**config.mk**
```make
export PLATFORM = sky130hd
export DESIGN_NAME = bank_seq_ctrl_flat
export DESIGN_NICKNAME = d
export VERILOG_FILES = /design/src/rtl/bank_seq_if.sv /design/src/rtl/bank_seq_ctrl.sv /design/src/flat_wrapper.sv
export SDC_FILE = /design/constraint.sdc
export NUM_CORES = 1
export LEC_CHECK = 0
export ABC_AREA = 1
export BUFFER_PORTS_ARGS = -buffer_cell sky130_fd_sc_hd__clkbuf_2
export CAP_MARGIN = 10
export CORE_MARGIN = 5
export CORE_UTILIZATION = 29
export DETAILED_ROUTE_END_ITERATION = 10
export GPL_TIMING_DRIVEN = 0
export PLACE_DENSITY = 0.54
export SYNTH_ARGS = -nofsm -noshare
export SYNTH_HDL_FRONTEND = slang
export SYNTH_SLANG_ARGS = --single-unit
```
**constraint.sdc**
```tcl
create_clock -name clk -period 2.1 [get_ports clk]
set_clock_uncertainty 0.1 [all_clocks]
set_input_delay 0.105 -clock clk [delete_from_list [all_inputs] [get_ports clk]]
set_output_delay 0.105 -clock clk [all_outputs]
set_load 0.005 [all_outputs]
```
**src/rtl/bank_seq_if.sv**
```systemverilog
//==============================================================================
// Module   : bank_seq_if
// Brief    : Handshake/RAM-port bundle between bank_seq_ctrl and its surroundings.
// Revision : 1.0
//==============================================================================
`default_nettype none

interface bank_seq_if #(
  parameter int AW = 11
);
  logic          start;
  logic          lock;
  logic          wrvalid;
  logic          wrready;
  logic          ena;
  logic          wea;
  logic [AW-1:0] addra;
  logic          enb;
  logic [AW-1:0] addrb;
  logic          rdvalid;
  logic          rdready;
  logic [2:0]    selectline;
  logic          busy;
  logic          complete;
  logic          abort;

  modport slave (
    input  start, lock, wrvalid, rdready,
    output wrready, ena, wea, addra, enb, addrb, rdvalid, selectline,
           busy, complete, abort
  );

  modport master (
    output start, lock, wrvalid, rdready,
    input  wrready, ena, wea, addra, enb, addrb, rdvalid, selectline,
           busy, complete, abort
  );
endinterface

`default_nettype wire

```
**src/rtl/bank_seq_ctrl.sv**
```systemverilog
//==============================================================================
// Module   : bank_seq_ctrl
// Brief    : Fill/turnaround/drain sequencer for a dual-port buffer RAM with
//            optional 8-way output steering (enabled by BANK_SEQ_STEER_EN).
// Revision : 1.0
//==============================================================================
`default_nettype none

module bank_seq_ctrl #(
  parameter int DEPTH = 2048,
  parameter int AW    = 11
) (
  input  logic     clk,
  input  logic     resetn,
  bank_seq_if.slave bus
);

  localparam logic [AW:0] LAST_IDX  = (AW+1)'(DEPTH - 1);
  localparam logic [AW:0] DEPTH_CNT = (AW+1)'(DEPTH);

  typedef enum logic [1:0] {
    S_IDLE  = 2'd0,
    S_WRITE = 2'd1,
    S_TURN  = 2'd2,
    S_READ  = 2'd3
  } state_t;

  state_t      state_q, state_d;
  logic [AW:0] wr_cnt_q;
  logic [AW:0] iss_cnt_q;
  logic [AW:0] beat_cnt_q;
  logic        rdvalid_q;
  logic        complete_q, complete_d;
  logic        abort_q, abort_d;

  logic        w_wrready;
  logic        w_wr_acc;
  logic        w_enb;
  logic        w_rd_acc;

  always_comb begin
    state_d    = state_q;
    complete_d = 1'b0;
    abort_d    = 1'b0;
    // Every enable is qualified by lock so a lost lock gates the RAM the same cycle.
    w_wrready  = (state_q == S_WRITE) && bus.lock;
    w_wr_acc   = w_wrready && bus.wrvalid;
    w_enb      = (state_q == S_READ) && bus.lock && (iss_cnt_q < DEPTH_CNT) &&
                 (!rdvalid_q || bus.rdready);
    w_rd_acc   = rdvalid_q && bus.rdready;

    case (state_q)
      S_IDLE: begin
        if (bus.start && bus.lock) state_d = S_WRITE;
      end
      S_WRITE: begin
        if (!bus.lock) begin
          state_d = S_IDLE;
          abort_d = 1'b1;
        end else if (w_wr_acc && (wr_cnt_q == LAST_IDX)) begin
          state_d = S_TURN;
        end
      end
      S_TURN: begin
        if (!bus.lock) begin
          state_d = S_IDLE;
          abort_d = 1'b1;
        end else begin
          state_d = S_READ;
        end
      end
      S_READ: begin
        if (!bus.lock) begin
          state_d = S_IDLE;
          abort_d = 1'b1;
        end else if (w_rd_acc && (beat_cnt_q == LAST_IDX)) begin
          state_d    = S_IDLE;
          complete_d = 1'b1;
        end
      end
      default: state_d = S_IDLE;
    endcase
  end

  always_ff @(posedge clk or negedge resetn) begin
    if (!resetn) begin
      state_q    <= S_IDLE;
      wr_cnt_q   <= '0;
      iss_cnt_q  <= '0;
      beat_cnt_q <= '0;
      rdvalid_q  <= 1'b0;
      complete_q <= 1'b0;
      abort_q    <= 1'b0;
    end else begin
      state_q    <= state_d;
      complete_q <= complete_d;
      abort_q    <= abort_d;
      // Returning to IDLE (done or aborted) leaves every run starting from zero.
      if (state_d == S_IDLE) begin
        wr_cnt_q   <= '0;
        iss_cnt_q  <= '0;
        beat_cnt_q <= '0;
        rdvalid_q  <= 1'b0;
      end else begin
        if (w_wr_acc) wr_cnt_q   <= wr_cnt_q + 1'b1;
        if (w_enb)    iss_cnt_q  <= iss_cnt_q + 1'b1;
        if (w_rd_acc) beat_cnt_q <= beat_cnt_q + 1'b1;
        if (w_enb)         rdvalid_q <= 1'b1;
        else if (w_rd_acc) rdvalid_q <= 1'b0;
      end
    end
  end

`ifdef BANK_SEQ_STEER_EN
  logic [2:0] sel_q;

  always_ff @(posedge clk or negedge resetn) begin
    if (!resetn) begin
      sel_q <= 3'd0;
    end else if (state_d == S_IDLE) begin
      sel_q <= 3'd0;
    end else if (w_rd_acc) begin
      sel_q <= sel_q + 3'd1;
    end
  end

  assign bus.selectline = sel_q;
`else
  assign bus.selectline = 3'd0;
`endif

  assign bus.wrready  = w_wrready;
  assign bus.ena      = w_wr_acc;
  assign bus.wea      = w_wr_acc;
  assign bus.addra    = wr_cnt_q[AW-1:0];
  assign bus.enb      = w_enb;
  assign bus.addrb    = iss_cnt_q[AW-1:0];
  assign bus.rdvalid  = rdvalid_q;
  assign bus.busy     = (state_q != S_IDLE);
  assign bus.complete = complete_q;
  assign bus.abort    = abort_q;

endmodule

`default_nettype wire

```
**src/flat_wrapper.sv**
```systemverilog
// flat-port wrapper written by rule: the top's interface ports become plain ports
module bank_seq_ctrl_flat 
#(
  parameter int DEPTH = 2048,
  parameter int AW    = 11
)
  (clk, resetn, bus_start, bus_lock, bus_wrvalid, bus_rdready, bus_wrready, bus_ena, bus_wea, bus_addra, bus_enb, bus_addrb, bus_rdvalid, bus_selectline, bus_busy, bus_complete, bus_abort);
  bank_seq_if #(.AW(AW)) bus_i ();
  input  logic clk;
  input  logic resetn;
  input wire logic [$bits(bus_i.start)-1:0] bus_start;
  input wire logic [$bits(bus_i.lock)-1:0] bus_lock;
  input wire logic [$bits(bus_i.wrvalid)-1:0] bus_wrvalid;
  input wire logic [$bits(bus_i.rdready)-1:0] bus_rdready;
  output wire logic [$bits(bus_i.wrready)-1:0] bus_wrready;
  output wire logic [$bits(bus_i.ena)-1:0] bus_ena;
  output wire logic [$bits(bus_i.wea)-1:0] bus_wea;
  output wire logic [$bits(bus_i.addra)-1:0] bus_addra;
  output wire logic [$bits(bus_i.enb)-1:0] bus_enb;
  output wire logic [$bits(bus_i.addrb)-1:0] bus_addrb;
  output wire logic [$bits(bus_i.rdvalid)-1:0] bus_rdvalid;
  output wire logic [$bits(bus_i.selectline)-1:0] bus_selectline;
  output wire logic [$bits(bus_i.busy)-1:0] bus_busy;
  output wire logic [$bits(bus_i.complete)-1:0] bus_complete;
  output wire logic [$bits(bus_i.abort)-1:0] bus_abort;
  assign bus_i.start = bus_start;
  assign bus_i.lock = bus_lock;
  assign bus_i.wrvalid = bus_wrvalid;
  assign bus_i.rdready = bus_rdready;
  assign bus_wrready = bus_i.wrready;
  assign bus_ena = bus_i.ena;
  assign bus_wea = bus_i.wea;
  assign bus_addra = bus_i.addra;
  assign bus_enb = bus_i.enb;
  assign bus_addrb = bus_i.addrb;
  assign bus_rdvalid = bus_i.rdvalid;
  assign bus_selectline = bus_i.selectline;
  assign bus_busy = bus_i.busy;
  assign bus_complete = bus_i.complete;
  assign bus_abort = bus_i.abort;
  bank_seq_ctrl #(.DEPTH(DEPTH), .AW(AW)) u_core (.clk(clk), .resetn(resetn), .bus(bus_i));
endmodule
```
======== Word level (Yosys, flattened, before mapping) ========
Cells that the tools add are included.
cells by class
  reduce and logical (&&, ||, !) cells .... 19
  add/sub/neg operators ................... 3
  equality and inequality tests ........... 5
  $lt $le $gt $ge ......................... 1
  mux-type cells .......................... 21
operator list
  cell                                                    number
  two-way mux 12 bit                                      6
  adder 12 x 1 -> 12 bit (second input constant)          3
  equality test 12 x 11 -> 1 bit (second input constant)  2
  < comparator 12 bit (second input constant)             1
  two-way mux 2 bit                                       6
  logical AND 1 bit                                       9
  two-way mux 1 bit                                       8
  one-hot mux 2 bit (4 select lines)                      1
  nonzero test 2 bit                                      4
  equality test 2 bit (second input constant)             2
  logical NOT 2 bit                                       2
  nonzero test 3 bit                                      1
  OR reduction 3 bit                                      1
  equality test 2 x 1 -> 1 bit (second input constant)    1
  logical NOT 1 bit                                       1
  logical OR 1 bit                                        1
storage, ports and cells
  input bits .............................. 6
  word-level logic and storage cells ...... 56
  register bits after elaboration ......... 41

======== Longest topological paths before layout ========
  word-level depth ........................ 9
  mapped depth ............................ 11
  mapped depth without buffers ............ 10

======== Worst setup path before layout ========
No wires, ideal clock.
  kind .................................... reg2reg
  from .................................... register u_core.wr_cnt_q[0]
  to ...................................... register u_core.beat_cnt_q[9]
  path slack .............................. 0.508 ns
  arrival ................................. 1.380 ns
  data required time ...................... 1.888 ns
  stages on the path, launching flop included .. 12
  path buffers ............................ 2
  period minus slack after synthesis ...... 1.592 ns
  path through ............................ dfrtp_1 -> ha_1 -> inv_1 -> nor2_1 -> nand2_1 -> nor2_1 -> nand2_1 -> nand4_2 -> buf_6 -> buf_12 -> nand3_2 -> inv_2
between the ends
  longest elaborated chain between the ends .. 7
ends and longest elaborated chain
  element                                                   line                  source
  start, declared                                           bank_seq_ctrl.sv:29   logic [AW:0] wr_cnt_q;
  start signal, assigned                                    bank_seq_ctrl.sv:105  if (w_wr_acc) wr_cnt_q <= wr_cnt_q + 1'b1;
  equality test 12 x 11 -> 1 bit *                          bank_seq_ctrl.sv:60   end else if (w_wr_acc && (wr_cnt_q == LAST_IDX)) begin
  logical AND 1 bit *                                       bank_seq_ctrl.sv:60
  two-way mux 2 bit *                                       bank_seq_ctrl.sv:60
  two-way mux 2 bit *                                       bank_seq_ctrl.sv:57   if (!bus.lock) begin
  one-hot mux 2 bit (4 select lines) *                      bank_seq_ctrl.sv:52   case (state_q)
  logical NOT 2 bit *                                       bank_seq_ctrl.sv:99   if (state_d == S_IDLE) begin
  two-way mux 12 bit or nonzero test 2 bit (tied branches)  n/a
  end signal, assigned                                      bank_seq_ctrl.sv:107  if (w_rd_acc) beat_cnt_q <= beat_cnt_q + 1'b1;
  end, declared                                             bank_seq_ctrl.sv:31   logic [AW:0] beat_cnt_q;
Mark *: on every way between the ends. The rest lies on a longest branch, timed or not.
A chain may end at the register's enable or synchronous reset.

======== Worst setup path after layout ========
  from .................................... register u_core.wr_cnt_q[1]
  to ...................................... register u_core.wr_cnt_q[2]
between the ends
  longest elaborated chain between the ends .. 7
ends and longest elaborated chain
  element                                                   line
  equality test 12 x 11 -> 1 bit                            bank_seq_ctrl.sv:60
  logical AND 1 bit                                         bank_seq_ctrl.sv:60
  two-way mux 2 bit                                         bank_seq_ctrl.sv:60
  two-way mux 2 bit                                         bank_seq_ctrl.sv:57
  one-hot mux 2 bit (4 select lines)                        bank_seq_ctrl.sv:52
  logical NOT 2 bit                                         bank_seq_ctrl.sv:99
  two-way mux 12 bit or nonzero test 2 bit (tied branches)  n/a
Several ways; a longest one is shown, not always the timed one. The select of a mux whose other input is x is not followed.

==> results.md <==
- Post_cts resized: 0
- Dpl hpwl: 4.31 mm
- Endpoints failing setup: 0
- Worst-Skew Late Latency: 300 ps
- Post-synth cell types: 30
- R2R cell count: 11
- Gr ovfl total: 0
- Wire length of the first global-routing pass: 10.1 mm
- Post-synth top flop: dfrtp_1
- Fin crit share: 88.1%
- Most common cell after layout, fill and taps aside: nand2_1
- Pint: 1.07 mW
- Fin. Hold Viols: 0
- Initial antenna violation count: 0
- Longest Clk Path Bufs: 2
- Nets: 407
- Number of CTS-inserted buffers: 5
- CP top delay family: simple AND/OR/NAND/NOR gates
- Non-filler cells, final: 507
- Arrival @ worst endpoint: 2000 ps
- Pre-Repair DR Iteration Count: 4
- Slew Viols, Final: 0
- Vias: 2212
- Synth-to-Final Area Change: 17.2%
- Fmax: 540 MHz
- Netlist Area Pre-Place: 2620 sq um
- Yosys warnings: 0
- Post-synth EDFFs: 0
- CP cell instances: ha_1 > inv_1 > nor2_1 > nand2_1 > nor2_1 > nand2_1 > nand4_2 > buf_6 > buf_6 > nand3_2 > inv_1
- P_sw: 0.392 mW
- Post-route ant nets: 0
- Worst min path class: in -> reg
- Root Driver: clkbuf_8
- Setup CP Type: reg -> reg
- Die X: 105 um
- Top Ports: 39
- Startpoint type of the worst setup path: register
- Max capacitance violation total: 0
- Die height: 105 um
- Hold path cells: 3
- Clk sinks: 41
- Commonest cells after routing, fill and taps aside: 86 x nand2_1, 59 x inv_1, 41 x dfrtp_1
- DRC: 0
- Setup TNS: 0 ps
- Vias per cell: 4.36
- Initial Util: 29.9%
- Clk pin slew, worst setup/hold paths: 80 ps
- Peak supply drop: 0.230 mV
- LEAKAGE: 1.76 nW
- ANT cells: 0
- Avg Inst Size Synth: 7.49 sq um
- Switching share of power: 26.8%
- Unrepaired setup endpoints after global routing: no
- Clock power share: 36.4%
- Seq/Total Area, Yosys: 39.1%
- Site Rows: 34
- Core ar.: 8760 sq um
- P per Cell Area: 476 nW/um^2
- CTS tree: done
- Synth async-reset ratio: 100%
- Crit path time final: 1850 ps
- Crit path buffers/inverters: 4
- Port bufs: 35
- Initial DRC count: 76
- Synth Register Bits: 41
- Worst Path Required: 2250 ps
- HP Start: bus_start
- Gate power share: 9.1%
- Outcome: finished, final reports clean
- WL final: 5.71 mm
- Endpoint, Worst Hold: u_core.state_q[0]
- Crit-path slowest cell: dfrtp_1
- Design Power: 1.46 mW
- Synth Instances: 350
- RR Endpoint: u_core.wr_cnt_q[2]
- Largest net degree at the start of global routing: 42
- R2R Setup Slk: 250 ps
- Layout cells sized above 1: 28.8%
- Reg2reg start: u_core.wr_cnt_q[1]
- Routability Congestion: 0.772
- Total die area: 11000 sq um
- WL/cell: 11.3 um
- Number of global-route vias before repair: 2192
- CP max FO: 10
- Max incr delay on CP: 410 ps
- H-tree depth: 2
- Sequential power share: 54.4%
- Crit. End Element: register
- Dpl cells: 495
- GRT Total Usage: 11.1%
worst register-to-register path, cell delays in order (launching register included):
cell	delay, ps
dfrtp_1	410
ha_1	210
inv_1	70
nor2_1	120
nand2_1	60
nor2_1	120
nand2_1	120
nand4_2	110
buf_6	170
buf_6	170
nand3_2	60
inv_1	50
power groups by stage:
stage               Sequential (mW)  Combinational [mW]  Clock (mW)
floorplan                     0.812              0.0730           0
global placement              0.813               0.128           0
detailed placement            0.814               0.129           0
CTS                           0.798               0.132       0.555
global route                  0.798               0.150       0.588
finish                        0.797               0.134       0.534
flip-flops by register name, indices dropped and copies added, names as in the netlist:
| signal | cells |
|---|---|
| u_core.bus.complete | 1 |
| u_core.bus.rdvalid | 1 |
| u_core.iss_cnt_q | 12 |
| u_core.beat_cnt_q | 12 |
| u_core.wr_cnt_q | 12 |
| u_core.state_q | 2 |
| u_core.bus.abort | 1 |
cells by family (layout without fill, tap and decap cells):
logic type      after synthesis  in the layout  synth area share (%)
compound gates               11             11                  2.48
xor+xnor                      5              5                  1.67
fa+ha+maj                     3              3                  1.43
buf+inv                     100            147                  19.3
flops                        41             41                  39.1
other cells                   1              3                 0.143
simple gates                189            189                  35.9
how the worst max path moves through the flow:
stage	startpoint	to	slack, ps	cells after the start
final	u_core.wr_cnt_q[1]	u_core.wr_cnt_q[2]	250	11
after global routing	u_core.wr_cnt_q[1]	u_core.iss_cnt_q[5]	20	11
after CTS	u_core.wr_cnt_q[0]	u_core.bus.rdvalid	210	11
after detailed placement	u_core.wr_cnt_q[0]	u_core.bus.rdvalid	240	11
after global placement	u_core.wr_cnt_q[0]	u_core.wr_cnt_q[2]	260	11
after floorplan	u_core.wr_cnt_q[0]	u_core.beat_cnt_q[9]	510	11
synth_stat cells (3+ instances only):
library cell | count | area share [%]
nor3_1 | 7 | 1.3
o21bai_1 | 3 | 0.86
buf_4 | 26 | 7.4
o21ai_0 | 6 | 1.1
nand2_1 | 86 | 12
or2_2 | 5 | 1.2
nand3b_1 | 3 | 0.86
dfrtp_1 | 41 | 39
nand4_1 | 9 | 2.1
nand2_2 | 3 | 0.72
ha_1 | 3 | 1.4
nor2_2 | 3 | 0.72
inv_2 | 11 | 1.6
nor2_1 | 24 | 3.4
xor2_1 | 4 | 1.3
nand3_1 | 29 | 5.5
inv_1 | 59 | 8.4
nand3_2 | 12 | 4.6
layout make-up:
type / count / area, sq um
Buffer: 30 / 243
Sequential cell: 41 / 1030
Fill cell: 966 / 5690
Multi-Input combinational cell: 211 / 1100
Timing Repair Buffer: 39 / 223
Tap cell: 108 / 135
Clock inverter: 3 / 17.5
Inverter: 70 / 263
Clock buffer: 5 / 68.8
routing by layer:
layer | GRT usage [%] | vias up | wire length, um
met4 | 3.11 | 0 | 62
met1 | 13.7 | 1021 | 2690
met2 | 18.4 | 34 | 2660
met5 | 0 | - | 0
li1 | - | 1151 | -
met3 | 3.70 | 6 | 294
metrics by stage:
| stage | instance area, sq um | hold WS (ps) | setup slack, ps | utilization [%] |
|---|---|---|---|---|
| after floorplan | 2630 | -291 | 508 | - |
| after detailed placement | 2940 | 262 | 236 | 33.6 |
| after global routing | 3070 | 57.8 | 18.0 | 35.1 |
| final | 3070 | 46.0 | 249 | 35.1 |
| after global placement | 2940 | 255 | 262 | 33.6 |
| after CTS | 3050 | 45.7 | 206 | 34.8 |
what timing repair did:
item | CTS | global route
hold buffers | 2 | 0
setup endpoints to repair | 0 | 1
buffers inserted | 0 | 1
hold endpoints to repair | 42 | 0
Power figures use the tool's default switching activity.
